**config.mk**
```make
export PLATFORM = sky130hd
export DESIGN_NAME = sprite_line_scheduler
export DESIGN_NICKNAME = d
export VERILOG_FILES = /design/src/rtl/sprite_pkg.sv /design/src/rtl/sprite_line_hit.sv /design/src/rtl/sprite_line_scheduler.sv
export SDC_FILE = /design/constraint.sdc
export NUM_CORES = 1
export LEC_CHECK = 0
export CAP_MARGIN = 5
export CORE_UTILIZATION = 60
export CTS_BUF_LIST = sky130_fd_sc_hd__clkbuf_8
export CTS_CLUSTER_SIZE = 24
export DETAILED_ROUTE_END_ITERATION = 8
export PLACE_DENSITY = 0.9
export SETUP_SLACK_MARGIN = 0.3
export SKIP_CTS_REPAIR_TIMING = 1
export SYNTH_ARGS = -nofsm -noshare
export SYNTH_HDL_FRONTEND = slang
export SYNTH_HIERARCHICAL = 1
export SYNTH_SLANG_ARGS = --single-unit
```
**constraint.sdc**
```tcl
create_clock -name clk_i -period 8.5 [get_ports clk_i]
set_clock_uncertainty 0.2 [all_clocks]
set_input_delay 1.275 -clock clk_i [delete_from_list [all_inputs] [get_ports clk_i]]
set_output_delay 1.275 -clock clk_i [all_outputs]
set_load 0.01 [all_outputs]
```
**src/rtl/sprite_pkg.sv**
```systemverilog
// rtl/sprite_pkg.sv - shared sprite types and constants for the sprite pipeline
package sprite_pkg;

  localparam int SPRITE_W = 32;
  localparam int SPRITE_H = 48;
  localparam int INFO_W   = 20;

  typedef struct packed {
    logic       en;
    logic [9:0] x;
    logic [8:0] y;
  } sprite_info_t;

  typedef enum logic [1:0] {
    IDLE,
    SCAN,
    COMMIT
  } sched_state_t;

  function automatic sprite_info_t force_enable(input sprite_info_t s);
    sprite_info_t r;
    r    = s;
    r.en = 1'b1;
    return r;
  endfunction

endpackage

```
**src/rtl/sprite_line_hit.sv**
```systemverilog
// rtl/sprite_line_hit.sv - combinational test of whether a sprite covers a scanline
module sprite_line_hit
  import sprite_pkg::*;
(
  input  sprite_info_t info_i,
  input  logic [9:0]   line_i,
  output logic         hit_o
);

  logic [9:0] top;
  logic [9:0] bot;
  logic       unused_x;

  // Y is at most 511, so the bottom row never exceeds 558 and fits in 10 bits.
  assign top      = {1'b0, info_i.y};
  assign bot      = top + 10'(SPRITE_H - 1);
  assign hit_o    = info_i.en && (line_i >= top) && (line_i <= bot);
  assign unused_x = ^info_i.x;

endmodule

```
**src/rtl/sprite_line_scheduler.sv**
```systemverilog
// rtl/sprite_line_scheduler.sv - hblank scan of the attribute table into per-line mapper slots
module sprite_line_scheduler
  import sprite_pkg::*;
#(
  parameter int NUM_SPRITES = 64,
  parameter int SLOTS       = 8,
  localparam int AW         = $clog2(NUM_SPRITES),
  localparam int CW         = $clog2(SLOTS + 1)
) (
  input  logic                           clk_i,
  input  logic                           rst_i,
  input  logic                           line_start_i,
  input  logic [9:0]                     next_line_i,
  output logic [AW-1:0]                  tbl_addr_o,
  input  logic [INFO_W-1:0]              tbl_data_i,
  output logic [SLOTS-1:0][INFO_W-1:0]   slot_info_o,
  output logic [SLOTS-1:0]               slot_valid_o,
  output logic                           overflow_o,
  output logic                           busy_o,
  output logic                           done_o
);

  sched_state_t                   state_q;
  logic [AW-1:0]                  addr_q;
  logic [AW-1:0]                  eval_idx_q;
  logic                           eval_valid_q;
  logic [9:0]                     line_q;
  logic [CW-1:0]                  count_q;
  logic                           shadow_ovf_q;
  sprite_info_t                   shadow_q [SLOTS];
  logic [SLOTS-1:0][INFO_W-1:0]   slot_info_q;
  logic [SLOTS-1:0]               slot_valid_q;
  logic                           overflow_q;
  logic                           busy_q;
  logic                           done_q;

  sprite_info_t cur_info;
  logic         hit;

  assign cur_info = tbl_data_i;

  sprite_line_hit u_hit (
    .info_i (cur_info),
    .line_i (line_q),
    .hit_o  (hit)
  );

  always_ff @(posedge clk_i) begin
    if (rst_i) begin
      state_q      <= IDLE;
      addr_q       <= '0;
      eval_idx_q   <= '0;
      eval_valid_q <= 1'b0;
      line_q       <= '0;
      count_q      <= '0;
      shadow_ovf_q <= 1'b0;
      for (int k = 0; k < SLOTS; k++) begin
        shadow_q[k]    <= '0;
        slot_info_q[k] <= '0;
      end
      slot_valid_q <= '0;
      overflow_q   <= 1'b0;
      busy_q       <= 1'b0;
      done_q       <= 1'b0;
    end else begin
      done_q <= 1'b0;
      case (state_q)
        IDLE: begin
          if (line_start_i) begin
            line_q       <= next_line_i;
            count_q      <= '0;
            shadow_ovf_q <= 1'b0;
            for (int k = 0; k < SLOTS; k++) shadow_q[k] <= '0;
            addr_q       <= '0;
            eval_valid_q <= 1'b0;
            busy_q       <= 1'b1;
            state_q      <= SCAN;
          end
        end
        SCAN: begin
          // Read data lags the address by one cycle; eval_idx_q names the entry on tbl_data_i.
          if (addr_q != AW'(NUM_SPRITES - 1)) addr_q <= addr_q + 1'b1;
          eval_valid_q <= 1'b1;
          eval_idx_q   <= addr_q;
          if (eval_valid_q) begin
            if (eval_idx_q == AW'(NUM_SPRITES - 1)) state_q <= COMMIT;
            if (hit) begin
              if (count_q == CW'(SLOTS)) begin
                shadow_ovf_q <= 1'b1;
                state_q      <= COMMIT;
              end else begin
                for (int k = 0; k < SLOTS; k++) begin
                  if (CW'(k) == count_q) shadow_q[k] <= force_enable(cur_info);
                end
                count_q <= count_q + 1'b1;
              end
            end
          end
        end
        COMMIT: begin
          for (int k = 0; k < SLOTS; k++) begin
            slot_valid_q[k] <= (CW'(k) < count_q);
            slot_info_q[k]  <= (CW'(k) < count_q) ? shadow_q[k] : '0;
          end
          overflow_q <= shadow_ovf_q;
          done_q     <= 1'b1;
          busy_q     <= 1'b0;
          state_q    <= IDLE;
        end
        default: state_q <= IDLE;
      endcase
    end
  end

  assign tbl_addr_o   = addr_q;
  assign slot_info_o  = slot_info_q;
  assign slot_valid_o = slot_valid_q;
  assign overflow_o   = overflow_q;
  assign busy_o       = busy_q;
  assign done_o       = done_q;

endmodule

```
==> reports/qor.txt <==
Outcome -> finished, violations left
Num Clock Sinks -> 361
Crit Reg-Reg Endpoint -> shadow_q[1][11]$_SDFFCE_PN0P_
Layout area overhead -> 23.8%
Port Buffers -> 209
Post-synthesis cell count -> 1252
DR vias/cell -> 5.78
Most common cell in the synthesized netlist -> dfxtp_1
Total Routing Usage GR -> 0.288
Synthesized flop and latch total -> 361
Tot Pwr -> 3.35 mW
Max-slew violation count -> 0
Cells after DPL -> 1662
Unique masters post-synth -> 53
Total gr overflow -> 0
Nets -> 1494
Post-Syn Nets -> 1310
Yosys warnings -> 6
Unrepaired setup endpoints after global routing -> false
Initial core utilization -> 0.618
Worst hold slack -> 251 ps
Final hold vios -> 0
Final cell count without fillers -> 1760
PD cells -> 199 nW/um2
Number of diodes -> 0
RR Startpoint -> line_q[3]$_SDFFE_PP0N_
First-pass GRT wire length -> 52.2 mm
Synth area leaders -> dfxtp_1 33%, edfxtp_1 31%, a22oi_1 6.6%
Hold Crit Endpoint -> slot_info_o[157]$_SDFFE_PP0P_
Die Area -> 23200 um2
Vias in the first global route -> 9739
Clk buf depth -> 3
Ports -> 210
Die Y -> 152 um
CP Launch Type -> primary input
Max Cap Viol -> 0
Violated checks -> DRC
Critical Path Fanout Max -> 21
Num CTS Buffers -> 52
Crit path kind -> primary input to flip-flop
Slew Limit Headroom -> 0.226
Total wire length -> 33.7 mm
Period Utilization, post-route -> 0.765
Sum Neg Setup Slack -> 0 ps
Critical path origin -> tbl_data_i[0]
Worst min-delay path class -> flip-flop to flip-flop
Pin count of the biggest net entering global routing -> 106
Synthesized cell area -> 13600 um2
Sequential area share after synthesis -> 0.635
Crit path capture type -> flip-flop
Root buffer cell -> clkbuf_8
Die W -> 152 um
Worst-path clk slew -> 60 ps
HPWL after detailed placement -> 21.1 mm
Static Leak -> 6.18 nW
Critical Path RT -> 8490 ps
Worst Hold Path Cells -> 2
Initial antenna violation count -> 2
Register-to-Register Path Depth -> 9
Skew-Pair Late Insertion Delay -> 570 ps
Worst EP arrival -> 6500 ps
Synth cell count leaders -> 223 x dfxtp_1, 145 x nor2_1, 138 x edfxtp_1
Site Rows -> 54
Iteration-0 DRC Markers -> 840
Synth Flop Type -> dfxtp_1
Vias -> 10200
Routability Congestion -> 0.893
Post-synth EDFFs -> 138
Worst Tran Pin Value -> 1160 ps
Flop-to-flop setup slack -> 4190 ps
Final worst path period need -> 6510 ps
WL per Instance -> 19.2 um
Drt drc -> 16
Final Cell Area -> 16800 um2
Most area-hungry cell type in the Yosys netlist -> dfxtp_1
H-Tree Depth -> 2
HP Start -> slot_info_o[157]$_SDFFE_PP0P_
Async S/R FF share, synth -> 0
CTS tree -> yes
Syn_area_per_cell -> 10.8 um2
Core box area -> 22000 um2
Worst vdd ir -> 188 uV
Antenna-violating nets left -> 0
Layout cells sized above 1 -> 0.0696
# setup viols final -> 0
Top-area cell type share of the netlist area -> 0.329
Post-placement cell area -> 15700 um2
Highest Clock Rate -> 154 MHz
First-pass detailed-route iteration total -> 9
routing by layer:
| metal | vias to the layer above | wire [um] | GRT usage |
|---|---|---|---|
| met5 | - | 0 | 0 |
| met2 | 460 | 16600 | 0.492 |
| li1 | 4733 | - | - |
| met3 | 88 | 2390 | 0.0447 |
| met4 | 0 | 1280 | 0.134 |
| met1 | 4897 | 13400 | 0.362 |
state kept, by name, summed over array words and instances, names as in the netlist:
signal        cells
shadow_q        160
busy_o            1
count_q           4
overflow_o        1
shadow_ovf_q      1
slot_info_o     160
state_q           2
tbl_addr_o        6
eval_idx_q        6
eval_valid_q      1
line_q           10
done_o            1
slot_valid_o      8
kinds of logic (layout without fill, tap and decap cells):
| family | Yosys count | in the layout | synth area share |
|---|---|---|---|
| AND/OR/NAND/NOR | 502 | 502 | 0.182 |
| XOR/XNOR | 10 | 10 | 0.00646 |
| buffers and inverters | 106 | 334 | 0.0340 |
| flip-flops | 361 | 361 | 0.635 |
| AO/OA/AOI/OAI | 248 | 248 | 0.120 |
| adder cells (fa/ha/maj) | 25 | 25 | 0.0231 |
cell usage in the layout, fill, tap and decap left out, types with 8 or more instances in the layout:
| master | Yosys | routed |
|---|---|---|
| a21oi_1 | 101 | 100 |
| and2_1 | 136 | 136 |
| clkbuf_8 | 0 | 62 |
| inv_1 | 15 | 38 |
| edfxtp_1 | 138 | 138 |
| dfxtp_1 | 223 | 223 |
| buf_4 | 2 | 11 |
| nand2_1 | 127 | 127 |
| nand2b_1 | 9 | 8 |
| clkdlybuf4s50_1 | 0 | 208 |
| nor2_1 | 145 | 145 |
| ha_1 | 25 | 25 |
| a22oi_1 | 120 | 120 |
| xnor2_1 | 9 | 9 |
| nand3_1 | 45 | 45 |
how the worst max path moves through the flow:
stage / endpoint / slack, ps / depth (start not counted)
floorplan: shadow_q[1][60]$_SDFFCE_PN0P_ / 2710 / 15
global placement: shadow_q[1][2]$_SDFFCE_PN0P_ / 1620 / 16
detailed placement: shadow_q[1][2]$_SDFFCE_PN0P_ / 1430 / 16
CTS: shadow_q[1][9]$_SDFFCE_PN0P_ / 2060 / 16
global route: shadow_q[1][16]$_SDFFCE_PN0P_ / 1620 / 16
finish: shadow_q[1][11]$_SDFFCE_PN0P_ / 1990 / 16
critical path, stage by stage:
cell	delay (ps)
clkdlybuf4s50_1	750
inv_1	220
ha_1	200
or3b_4	410
a21oi_4	190
nor3_2	70
xnor2_1	140
ha_1	320
nand4_1	140
a211oi_1	70
a2111oi_2	320
o311a_1	260
and4b_1	430
nand3_4	140
nor3b_2	790
nand2b_1	750
report_power, final:
group	switching (mW)	internal (mW)
logic	0.0870	0.0356
clock network	0.644	0.727
registers	0.0170	1.83
total	0.748	2.60
area by class of cell:
class | instances | area [um2]
fill | 1318 | 5180
sequential | 361 | 8610
timing repair buffer | 220 | 2180
tap | 280 | 350
clock buffer | 62 | 853
multi-input combinational | 785 | 4520
inverter | 16 | 60.1
clock inverter | 36 | 213
stage by stage:
stage / utilization / setup WS (ps)
2_1_floorplan: - / 2710
3_3_place_gp: 0.716 / 1620
3_5_place_dp: 0.716 / 1430
4_1_cts: 0.764 / 2060
5_1_grt: 0.764 / 1620
6_report: 0.764 / 1990
(Power assumes the default switching activity.)
